===== src/rtl/sine_meas.sv =====
// Recovers period and channel-1-to-channel-2 lag from two sampled sine streams
// by counting qualified samples between rising mid-scale crossings.
module sine_meas #(
   parameter int D_WIDTH = 8,
   parameter int C_WIDTH = 16
) (
   input  logic               clk,
   input  logic               rst,
   input  logic               en,
   input  logic [D_WIDTH-1:0] din1,
   input  logic [D_WIDTH-1:0] din2,
   output logic [C_WIDTH-1:0] period,
   output logic [C_WIDTH-1:0] lag,
   output logic               meas_valid,
   output logic               lag_valid,
   output logic               timeout
);
   localparam logic [D_WIDTH-1:0] MID      = {1'b1, {(D_WIDTH-1){1'b0}}};
   localparam logic [C_WIDTH-1:0] CNT_LAST = ~C_WIDTH'(1);
   localparam logic [C_WIDTH-1:0] ONE      = C_WIDTH'(1);

   typedef enum logic {IDLE, ARMED} state_t;

   state_t             state, state_nx;
   logic [C_WIDTH-1:0] cnt, cnt_nx, lag_cap, lag_cap_nx;
   logic               lag_seen, lag_seen_nx;
   logic [D_WIDTH-1:0] prev1, prev2, prev1_nx, prev2_nx;
   logic [C_WIDTH-1:0] period_nx, lag_nx;
   logic               lag_valid_nx, meas_valid_nx, timeout_nx;
   logic               x1, x2;

   assign x1 = en && (prev1 < MID) && (din1 >= MID);
   assign x2 = en && (prev2 < MID) && (din2 >= MID);

   always_ff @(posedge clk or negedge rst) begin
      if (!rst) begin
         state      <= IDLE;
         cnt        <= '0;
         lag_cap    <= '0;
         lag_seen   <= 1'b0;
         prev1      <= '1;
         prev2      <= '1;
         period     <= '0;
         lag        <= '0;
         lag_valid  <= 1'b0;
         meas_valid <= 1'b0;
         timeout    <= 1'b0;
      end else begin
         state      <= state_nx;
         cnt        <= cnt_nx;
         lag_cap    <= lag_cap_nx;
         lag_seen   <= lag_seen_nx;
         prev1      <= prev1_nx;
         prev2      <= prev2_nx;
         period     <= period_nx;
         lag        <= lag_nx;
         lag_valid  <= lag_valid_nx;
         meas_valid <= meas_valid_nx;
         timeout    <= timeout_nx;
      end
   end

   always_comb begin
      state_nx      = state;
      cnt_nx        = cnt;
      lag_cap_nx    = lag_cap;
      lag_seen_nx   = lag_seen;
      prev1_nx      = en ? din1 : prev1;
      prev2_nx      = en ? din2 : prev2;
      period_nx     = period;
      lag_nx        = lag;
      lag_valid_nx  = lag_valid;
      meas_valid_nx = 1'b0;
      timeout_nx    = 1'b0;
      if (en) begin
         if (x1) begin
            // Every channel-1 crossing opens a new period; a coincident
            // channel-2 crossing is a zero lag for that period.
            if (state == ARMED) begin
               period_nx     = cnt + ONE;
               lag_nx        = lag_cap;
               lag_valid_nx  = lag_seen;
               meas_valid_nx = 1'b1;
            end
            state_nx    = ARMED;
            cnt_nx      = '0;
            lag_seen_nx = x2;
            if (x2) lag_cap_nx = '0;
         end else if (state == ARMED) begin
            if (cnt == CNT_LAST) begin
               state_nx    = IDLE;
               cnt_nx      = '0;
               lag_seen_nx = 1'b0;
               timeout_nx  = 1'b1;
            end else begin
               cnt_nx = cnt + ONE;
               if (x2 && !lag_seen) begin
                  lag_cap_nx  = cnt + ONE;
                  lag_seen_nx = 1'b1;
               end
            end
         end
      end
   end
endmodule


===== config.mk =====
export PLATFORM = sky130hd
export DESIGN_NAME = sine_meas
export DESIGN_NICKNAME = d
export VERILOG_FILES = /design/src/rtl/sine_meas.sv
export SDC_FILE = /design/constraint.sdc
export NUM_CORES = 1
export LEC_CHECK = 0
export BUFFER_PORTS_ARGS = -buffer_cell sky130_fd_sc_hd__buf_2
export CAP_MARGIN = 20
export CORE_MARGIN = 2
export CORE_UTILIZATION = 40
export DETAILED_ROUTE_END_ITERATION = 7
export HOLD_SLACK_MARGIN = 0.12
export PLACE_DENSITY = 0.61
export SYNTH_ARGS = -nofsm -noshare
export SYNTH_HDL_FRONTEND = slang
export SYNTH_SLANG_ARGS = --single-unit

===== constraint.sdc =====
create_clock -name clk -period 3.27 [get_ports clk]
set_input_delay 0.327 -clock clk [delete_from_list [all_inputs] [get_ports clk]]
set_output_delay 0.327 -clock clk [all_outputs]
set_load 0.005 [all_outputs]

=== Word level (Yosys, flattened, before mapping) ===
Index checks and enable logic that the tools add are counted.

* Register bits: 85
* RAM bits: 0
* Logic and storage cells: 54
* Input port bits: 19
* Bits in latches: 0
* Memories kept: 0
* Bits in read-only memories: 0
* Output and inout bits: 35

* Bitwise operators: 0
* Multiplexer cells: 22
* Equality and inequality tests: 3
* Magnitude comparators: 4
* Reduce and logical (&&, ||, !) cells: 13
* Shifts and indexed selects: 0
* Add/subtract/negate cells: 1
* Divide/modulo/power cells: 0
* Multipliers: 0

{| class="wikitable"
|+ Operator list
! cell !! count
|-
| 16-bit two-way mux || 8
|-
| 16-bit by 1-bit adder with 16-bit output (second input constant) || 1
|-
| 16-bit equality test (second input constant) || 1
|-
| 8-bit >= comparator (second input constant) || 2
|-
| 8-bit < comparator (second input constant) || 2
|-
| 1-bit two-way mux || 14
|-
| 3-bit AND reduction || 2
|-
| 1-bit logical AND || 5
|-
| 5-bit AND reduction || 1
|-
| 2-bit nonzero test || 2
|-
| 3-bit nonzero test || 1
|-
| 2-bit by 1-bit != test with 1-bit output (second input constant) || 1
|-
| 2-bit != test (second input constant) || 1
|-
| 2-bit AND reduction || 1
|-
| 1-bit zero test || 1
|}

=== Depth between registers and ports, before layout ===
Gate-level depths: netlist (run 1).

* Word-level depth: 8
* Gate-level depth with buffers: 7
* Mapped depth without buffers: 6

=== Worst setup path after synthesis (run 1) ===
Ideal clock, no wire load.

* Path kind: register to register
* From: register cnt[0]
* To: register cnt[14]
* Stages on the path, launching flop included: 6
* Path buffers: 0
* Arrival time: 1,504 ps
* Clock period less this slack: 1,635 ps
* Setup time: 130 ps
* Data required time: 3,140 ps
* Slack: 1,635 ps
* Cells stage by stage: dfrtp_1 -> ha_1 -> nand3_1 -> or4_1 -> nand3_1 -> a31oi_1

* Cells in the longest elaborated chain, start to end: 4
* Elaborated cells between the ends (all ways): 5
* Classes of those cells: 1 x add/sub; 1 x eq/ne; 3 x mux

{| class="wikitable"
|+ RTL lines
! what !! RTL line !! source
|-
| start, declared || 25 || <nowiki>logic [C_WIDTH-1:0] cnt, cnt_nx, lag_cap, lag_cap_nx;</nowiki>
|-
| start signal, assigned || 50 || <nowiki>cnt <= cnt_nx;</nowiki>
|-
| 16-bit by 1-bit adder with 16-bit output or 16-bit equality test (tied branches) || 96, 90 ||
|-
| 16-bit two-way mux (*) || 90 || <nowiki>if (cnt == CNT_LAST) begin</nowiki>
|-
| 16-bit two-way mux (*) || 89 || <nowiki>end else if (state == ARMED) begin</nowiki>
|-
| 16-bit two-way mux (*) || 76 || <nowiki>if (x1) begin</nowiki>
|}

Mark *: on every way between the ends. The rest lies on a longest branch, timed or not. The select of a mux whose other input is x is not followed.
A chain may end at the register's enable or synchronous reset.

=== Final worst setup path (run 1) ===
* From: register cnt[0]
* To: register lag_cap[3]

* Cells in the longest elaborated chain, start to end: 5
* Elaborated cells between the ends (all ways): 8
* Classes of those cells: 1 x add/sub; 2 x eq/ne; 4 x mux; 1 x reduce/logical

{| class="wikitable"
|+ RTL lines
! what !! RTL line !! source
|-
| 16-bit by 1-bit adder with 16-bit output || 98 || <nowiki>lag_cap_nx = cnt + ONE;</nowiki>
|-
| 16-bit two-way mux || 97 || <nowiki>if (x2 && !lag_seen) begin</nowiki>
|-
| 16-bit two-way mux || 90 ||
|-
| 16-bit two-way mux || 89 ||
|-
| 16-bit two-way mux || 76 ||
|-
| end signal, assigned || 51 || <nowiki>lag_cap <= lag_cap_nx;</nowiki>
|-
| end, declared || 25 ||
|}

Several ways; a longest one is shown, not always the timed one. The select of a mux whose other input is x is not followed.

==> results of run 1 <==
area by class of cell:
| cell class | count | area (sq um) |
|---|---|---|
| clock inverter | 5 | 81.3 |
| tap | 105 | 131 |
| sequential | 71 | 1780 |
| multi-input combinational | 184 | 1390 |
| clock buffer | 11 | 141 |
| inverter | 5 | 18.8 |
| fill | 734 | 4360 |
| timing repair buffer | 44 | 233 |
synth_stat cells (all sizes together) (3+ instances only):
library cell	n
dfrtp	69
nand4	8
nand2	27
xnor2	12
nor4	3
nand3	15
inv	5
and4	4
o211ai	5
nor3	3
nor2	3
and3	7
mux2	18
a31oi	24
o2bb2ai	16
or4	3
o21ai	23
clkbuf	5
buf	16
state kept, by name, indices dropped and copies added, names as in the netlist:
name / count
cnt: 16
prev1: 1
state: 1
lag: 16
period: 16
meas_valid: 1
lag_valid: 1
lag_cap: 16
timeout: 1
prev2: 1
lag_seen: 1
critical path, delay by kind of cell, from the launching register on:
family                     cells  cell delay (ns)
DFF                            1             0.51
and+or+nand+nor                3             0.87
buffers and inverters          1             0.08
AOI/OAI and AO/OA              1             0.35
adders and majority gates      1             0.19
layout by cell type (no fill, tap or decap), drive strengths merged:
cell type	n
and4	4
o21a	1
nor2b	2
inv	5
dfrtp	69
xnor2	12
nand3b	1
o21ai	23
xor2	2
mux2	18
clkinvlp	1
mux2i	2
or4	3
clkinv	2
bufinv	2
buf	44
and3	7
a21oi	1
nand2	27
nor4	3
and3b	1
a41oi	1
o211ai	5
clkbuf	11
a31oi	24
nand4	8
nor2	3
nor3	3
dfstp	2
o2bb2ai	16
ha	2
nand3	15
stage by stage:
stage               hold WS [ns]  area (sq um)  util, %  power [uW]  setup slack, ns
detailed placement         0.469          3550     43.7        1300             1.16
global placement           0.459          3550     43.7        1290             1.21
CTS                        0.208          3780     46.4        2080             1.14
finish                     0.172          3780     46.4        2060             1.18
global route               0.213          3780     46.4        2160            0.974
floorplan                 0.0314          3310        -        1200             1.64
cells by family after synthesis:
group,Yosys count
mux,20
fa+ha+maj,2
flops,71
compound gates,71
simple gates,77
xor+xnor,14
buf+inv,26
worst min-delay path by stage:
stage | slack, ns | from | endpoint
after floorplan | 0.03 | rst | cnt[0]
after global placement | 0.46 | period[10] | period[10]
after detailed placement | 0.47 | period[9] | period[9]
after CTS | 0.21 | rst | meas_valid
after global routing | 0.21 | din2[7] | prev2[7]
final | 0.17 | rst | meas_valid
routing by layer:
layer  global-route usage (%)  vias up  routed length (um)
met3                     3.91        8                 280
li1                         -     1106                   -
met4                     6.88        0                  93
met2                     24.9       49                3030
met5                        0        -                   0
met1                     21.1     1116                2960
power by group through the flow:
| stage | registers [uW] | logic [uW] | clock network, uW |
|---|---|---|---|
| finish | 1030 | 249 | 776 |
| global route | 1040 | 285 | 830 |
| CTS | 1030 | 255 | 796 |
| detailed placement | 1050 | 253 | 0 |
| global placement | 1050 | 247 | 0 |
| floorplan | 1030 | 173 | 0 |
==> qor_table.md, run 1 <==
| Parameter | This run | Unit |
|:---|:---|:---|
| Share of post-route cells with drive strength above 1 | 31.3 | % |
| Initial Util | 40.7 | % |
| Mapped Avg Cell Area | 11.8 | sq um |
| Mux contribution to synthesized area | 6.73 | % |
| Post-layout nets | 336 | - |
| Drt total wl | 6.37 | mm |
| Worst-case clock skew | 0.0106 | ns |
| Post-layout instance count excluding filler cells | 425 | - |
| Area share of xor/xnor cells in the synthesized design | 3.70 | % |
| TritonCTS clock tree | built | - |
| Simple-gate share of the synthesized area | 13.9 | % |
| Power density over the cells | 545 | nW/um^2 |
| Fraction of the mapped netlist area in compound gates | 16.9 | % |
| Share of flip-flops with an asynchronous set or reset | 100 | % |
| Time the final worst path needs with I/O delays and setup | 2.09 | ns |
| Sequential share of power | 50.2 | % |
| Leakage power of the design | 0.00175 | uW |
| Number of cells on the worst reg-to-reg path | 6 | - |
| Number of standard-cell rows in the floorplan | 33 | - |
| Biggest cell delay along the critical path | 0.56 | ns |
| Slew HR | 41.3 | % |
| CTS Sinks | 71 | - |
| Clock slew at reported path FFs | 0.08 | ns |
| Total via count after detailed routing | 2,279 | - |
| Leading register cell type out of synthesis | sky130_fd_sc_hd__dfrtp_1 | - |
| Ports placed on the boundary | 54 | - |
| Max-cap check violation count | 0 | - |
| Clock network fraction of design power | 37.7 | % |
| Critical path required time | 3.53 | ns |
| Distinct cell type count of the synthesized netlist | 40 | - |
| Die Y-Extent | 95.0 | um |
| Half-perimeter wire length of the detailed placement result | 4.15 | mm |
| R2r endpoint | lag_cap[3] | - |
| Number of warning messages in the yosys log | 0 | - |
| Status | completed | - |
| Final Max Tran Viols | 0 | - |
| Portion of total power attributed to combinational logic | 12.1 | % |
| Largest fanout of any net on the critical path | 16 | - |
| Clock latency at the later pin of the worst-skew pair | 0.35 | ns |
| Remaining global-route overflow | 0 | - |
| Total GRT Usage | 15.9 | % |
| Fin. Hold Viols | 0 | - |
| Area share of fa/ha/maj cells after synthesis | 0.756 | % |
| Maximum level of the CTS H-tree | 3 | - |
| Post-cts resize count | 0 | - |
| Portion of the post-synthesis area used by sequential elements | 53.7 | % |
| Die width | 95.0 | um |
| Routed wirelength normalized by instance count | 15.0 | um |
| Antenna Violating Nets Remaining | 0 | - |
| Sw Pwr | 528 | uW |
| Master of the slowest instance on the critical path | sky130_fd_sc_hd__nand4_2 | - |
| Setup repair after global routing missed its margin | no | - |
| Internal power consumption | 1530 | uW |
| Core Footprint | 8130 | sq um |
| Via count normalized by instance count | 5.36 | - |
| CTS Hold Buffers Added | 0 | - |
| Number of CTS-inserted buffers | 9 | - |
| Post-synthesis sequential element count | 71 | - |
| Worst R2R Start | cnt[0] | - |
| Most prevalent standard cell on the critical path | sky130_fd_sc_hd__nand4_2 | - |
| Number of antenna violations at the first check in global routing | 0 | - |
| Highest ir drop seen on vdd | 0.372 | mV |
| Slack of the worst reg-to-reg path | 1.18 | ns |
| Post-Place Cells | 409 | - |
| Number of buffers between clock root and the deepest sink | 2 | - |
| Area enclosed by the die boundary | 9020 | sq um |
| Largest cells by area after synthesis | sky130_fd_sc_hd__dfrtp_1 52%, sky130_fd_sc_hd__mux2_2 6.1%, sky130_fd_sc_hd__a31oi_1 4.5% | - |
| Wire length of the first global-routing pass | 11.0 | mm |
| Buffer type at the clock tree root | sky130_fd_sc_hd__clkbuf_8 | - |
| Dominant combinational cell family by area after synthesis | compound AO/OA/AOI/OAI gates | - |
| Cell accounting for the most synthesized area | sky130_fd_sc_hd__dfrtp_1 | - |
| Endpoint class of the critical path | flip-flop | - |
| Net Sw Frac | 25.7 | % |
| Setup repair bufs after CTS | 0 | - |
| Synthesized netlist cell count | 281 | - |
| Final cycle utilization of the critical path | 63.9 | % |
| Post-synth EDFFs | 0 | - |
| Type of element launching the critical path | flip-flop | - |
| Measured slew at the worst slew-check pin | 0.880 | ns |
| Largest net degree at the start of global routing | 72 | - |
| Via count of the first global-routing pass | 2,230 | - |
| Class of the tightest hold or removal check | in -> async | - |
| Cells along the critical path | inv_1, ha_1, and4_1, nand4_2, nand4_2, o2bb2ai_1 | - |
| P&R area growth vs syn | 14.1 | % |
| Arrival time of data at the critical path endpoint | 2.34 | ns |
| Worst Path Class, Setup | reg -> reg | - |
| Netlist Area Pre-Place | 3310 | sq um |
| Crit. Startpoint | cnt[0] | - |
| Setup TNS | 0 | ns |
| Initial DRC count | 122 | - |
| Final setup violation count | 0 | - |
| Share of the synthesized area in the top cell type | 52.2 | % |
| Post-synthesis net count | 302 | - |
| Final routed DRC violation total | 0 | - |
| Detailed-router iteration count before antenna repair | 4 | - |
| Highest clock frequency the design can meet | 478 | MHz |
| # diodes | 0 | - |
| Number of buffers added on ports | 39 | - |
| Final RePlAce weighted congestion | 0.816 | - |
| Crit path to | lag_cap[3] | - |
(Power assumes the default switching activity.)
==> run 2: changes to the inputs <==
ABC_AREA = 1   (was not set)
clock period = 2.03 ns   (was 3.27 ns; I/O delays follow)
==> run 2 against run 1 <==
Against the previous run: clock power rose by 66%; critical endpoint is now prev2[7]; sequential share of layout area rose by 0.44 points; highest routed layer unchanged; combinational power is 92% higher; largest cell class unchanged; register-to-register slack lost 0.92 ns.
==> qor_table.md, run 2 <==
| Parameter | This run | Unit | Delta |
|:---|:---|:---|:---|
| Status | completed | - |  |
| Met3 routed wirelength | 269 | um | -3.9% |
| Core Footprint | 7730 | sq um | -5.0% |
| Post-synth EDFFs | 0 | - | unchanged |
| Number of antenna violations at the first check in global routing | 0 | - | unchanged |
| Ports placed on the boundary | 54 | - | unchanged |
| Endpoint class of the critical path | flip-flop | - |  |
| WL met2 | 2.92 | mm | -3.9% |
| Die Y-Extent | 93.1 | um | -2.0% |
| Distinct cell type count of the synthesized netlist | 28 | - | -30% |
| Portion of the post-synthesis area used by sequential elements | 56.1 | % | +2.3 points |
| Depth of the worst hold-timing path | 4 | - |  |
| Final RePlAce weighted congestion | 0.949 | - | +16% |
| Most frequent cells in the layout | 146 x sky130_fd_sc_hd__nand2_1, 69 x sky130_fd_sc_hd__dfrtp_1, 39 x sky130_fd_sc_hd__buf_2 | - |  |
| Final Max Tran Viols | 0 | - | unchanged |
| Final routed DRC violation total | 0 | - | unchanged |
| Number of cells on the worst reg-to-reg path | 8 | - | +2 |
| Antenna Violating Nets Remaining | 0 | - | unchanged |
| Initial DRC count | 149 | - | +22% |
| Setup repair after global routing missed its margin | yes | - |  |
| Die width | 93.1 | um | -2.0% |
| Area enclosed by the die boundary | 8660 | sq um | -4.0% |
| Cell with the most instances after synthesis | sky130_fd_sc_hd__nand2_1 | - |  |
| Wire length of the first global-routing pass | 11.4 | mm | +3.2% |
| Post-Place Cell Area | 3450 | sq um | -3.0% |
| Highest clock frequency the design can meet | 536 | MHz |  |
| Power density over the cells | 930 | nW/um^2 | +71% |
| Worst R2R Start | cnt[0] | - |  |
| Drt total wl | 6.59 | mm | +3.5% |
| Post-layout nets | 441 | - | +31% |
| Clock slew at reported path FFs | 0.08 | ns | about the same |
| Clock latency at the later pin of the worst-skew pair | 0.36 | ns | about the same |
| Most common cell after layout, fill and taps aside | sky130_fd_sc_hd__nand2_1 | - |  |
| CTS Sinks | 71 | - | unchanged |
| Total Power Consumption | 3480 | uW | +69% |
| Leakage power of the design | 0.00185 | uW | +5.9% |
| Worst Path Class, Setup | in -> reg | - |  |
| Worst-case clock skew | 0.0124 | ns | +0.00183 ns |
| Largest fanout of any net on the critical path | 8 | - | -8 |
| Layout Cell Area excl Fill | 3740 | sq um | -0.93% |
| Critical hold path startpoint | din1[7] | - |  |
| TritonCTS clock tree | built | - |  |
| Synthesized netlist cell count | 373 | - | +33% |
| Type of element launching the critical path | input port | - |  |
| Share of flip-flops with an asynchronous set or reset | 100 | % | unchanged |
| Final cycle utilization of the critical path | 91.9 | % |  |
| Largest cells by area after synthesis | sky130_fd_sc_hd__dfrtp_1 54%, sky130_fd_sc_hd__nand2_1 17%, sky130_fd_sc_hd__o21ai_0 4.4% | - |  |
| Time the final worst path needs with I/O delays and setup | 1.87 | ns |  |
| Number of filler cells placed in the layout | 787 | - | +7.2% |
| Maximum level of the CTS H-tree | 3 | - | unchanged |
| Buffer type at the clock tree root | sky130_fd_sc_hd__clkbuf_8 | - |  |
| Highest ir drop seen on vdd | 0.456 | mV | +23% |
| Remaining global-route overflow | 0 | - | unchanged |
| Highest Signal Layer | met4 | - |  |
| Number of standard-cell rows in the floorplan | 32 | - | -3.0% |
| Share of post-route cells with drive strength above 1 | 16.5 | % | -15 points |
| Number of buffers added on ports | 39 | - | unchanged |
| Initial Util | 41.1 | % | +0.38 points |
| Post-synthesis net count | 394 | - | +30% |
| Number of warning messages in the yosys log | 0 | - | unchanged |
| Via count of the first global-routing pass | 2,391 | - | +7.2% |
| P&R area growth vs syn | 17.9 | % |  |
| R2r endpoint | lag_cap[1] | - |  |
| # diodes | 0 | - | unchanged |
| Measured slew at the worst slew-check pin | 0.696 | ns | -0.185 ns |
| Max-cap check violation count | 0 | - | unchanged |
| Share of the synthesized area in the top cell type | 54.4 | % | +2.2 points |
| Slack of the worst reg-to-reg path | 0.26 | ns | -0.92 ns |
| Half-perimeter wire length of the detailed placement result | 4.50 | mm | +8.4% |
| Worst-case hold path end point | timeout | - |  |
| Most numerous cell types in the synthesized netlist | 146 x sky130_fd_sc_hd__nand2_1, 69 x sky130_fd_sc_hd__dfrtp_1, 30 x sky130_fd_sc_hd__inv_1 | - |  |
| Final setup violation count | 0 | - | unchanged |
| Largest net degree at the start of global routing | 72 | - | unchanged |
| Number of buffers between clock root and the deepest sink | 2 | - | unchanged |
| Leading register cell type out of synthesis | sky130_fd_sc_hd__dfrtp_1 | - |  |
| Slew HR | 53.6 | % | +12 points |
| Routed wirelength normalized by instance count | 12.5 | um | -17% |
| Detailed-router iteration count before antenna repair | 4 | - | unchanged |
| Post-Route M1 WL | 3.28 | mm | +11% |
| Setup repair bufs after CTS | 0 | - | unchanged |
| Fin. Hold Viols | 0 | - | unchanged |
| Total GRT Usage | 16.8 | % | +0.90 points |
| Number of CTS-inserted buffers | 9 | - | unchanged |
| Mapped Avg Cell Area | 8.51 | sq um | -28% |
| Critical path required time | 2.33 | ns | -1.20 ns |
| Class of the tightest hold or removal check | in -> reg | - |  |
| Total via count after detailed routing | 2,499 | - | +9.7% |
| Netlist Area Pre-Place | 3170 | sq um | -4.1% |
| Cell accounting for the most synthesized area | sky130_fd_sc_hd__dfrtp_1 | - |  |
| Fin util | 48.4 | % | +2.0 points |
| Post-synthesis sequential element count | 71 | - | unchanged |
| Arrival time of data at the critical path endpoint | 2.17 | ns | -0.17 ns |
| Via count normalized by instance count | 4.74 | - | -12% |
-- run 2: cell types whose count changed after synthesis, moves of 5 or more --
cell and change:
sky130_fd_sc_hd__a31oi_1 -24, sky130_fd_sc_hd__and3_1 -7, sky130_fd_sc_hd__buf_2 -7, sky130_fd_sc_hd__inv_1 +25, sky130_fd_sc_hd__mux2_2 -18, sky130_fd_sc_hd__nand2_1 +119
sky130_fd_sc_hd__nand3_1 +5, sky130_fd_sc_hd__nor2_1 +17, sky130_fd_sc_hd__o21ai_0 +7, sky130_fd_sc_hd__o21ai_1 +16, sky130_fd_sc_hd__o22ai_1 +6, sky130_fd_sc_hd__o2bb2ai_1 -6
sky130_fd_sc_hd__o2bb2ai_2 -10, sky130_fd_sc_hd__xnor2_1 -11
-- run 2: worst max-delay path by stage --
stage,start,to,slack (ns),cells past startpoint
floorplan,cnt[0],cnt[6],0.57,10
global placement,prev1[7],cnt[13],0.18,4
detailed placement,prev1[7],cnt[7],0.15,4
CTS,en,cnt[12],0.07,7
global route,en,period[8],-0.002,9
finish,en,prev2[7],0.16,6
-- run 2: metrics by stage --
stage               hold WS (ns)  instances  setup WS (ns)   TNS, ns
floorplan                -0.0926        373          0.570         0
global placement           0.259        505          0.183         0
detailed placement         0.260        505          0.151         0
CTS                        0.296        527         0.0719         0
global route               0.334        527       -0.00241  -0.00306
finish                     0.308        527          0.165         0
-- run 2: power breakdown --
part           switching [uW]  internal [uW]  total [uW]
combinational             276            202         478
clock                     554            731        1290
sequential                123           1590        1720
total                     953           2530        3480
-- run 2: final cells by class --
| type | instances | area [sq um] | area share [%] |
|---|---|---|---|
| Multi-Input combinational cell | 258 | 1190 | 31.8 |
| Sequential cell | 71 | 1780 | 47.6 |
| Clock buffer | 10 | 138 | 3.68 |
| Clock inverter | 6 | 93.8 | 2.51 |
| Timing Repair Buffer | 48 | 290 | 7.76 |
| Tap cell | 102 | 128 | 3.41 |
| Inverter | 32 | 123 | 3.28 |
-- run 2: per-layer routing --
metal	vias up	GRT usage [%]
met3	14	4.35
met5	-	0
li1	1280	-
met4	0	7.72
met2	50	25.2
met1	1155	23.0
-- run 2: worst max-delay path, cell delays in order --
cell and delay [ns]:
sky130_fd_sc_hd__dlygate4sd3_1 0.52, sky130_fd_sc_hd__buf_2 0.17, sky130_fd_sc_hd__nand2_1 0.06, sky130_fd_sc_hd__dlygate4sd3_1 0.55
sky130_fd_sc_hd__o21ai_0 0.08, sky130_fd_sc_hd__dlygate4sd3_1 0.58
-- run 2: kinds of logic after synthesis --
logic type,after synthesis,share of synthesized area (%)
flip-flops,71,56.1
buffers and inverters,44,6.54
XOR/XNOR,6,1.66
AND/OR/NAND/NOR,196,25.8
adder cells (fa/ha/maj),2,0.788
AO/OA/AOI/OAI,54,9.18
-- run 2: timing repair --
action                                 4_1_cts  5_1_grt
hold buffers                                 6        0
endpoints found under the hold margin       71        0
resized for setup                            0        1
setup endpoints to repair                    0        6
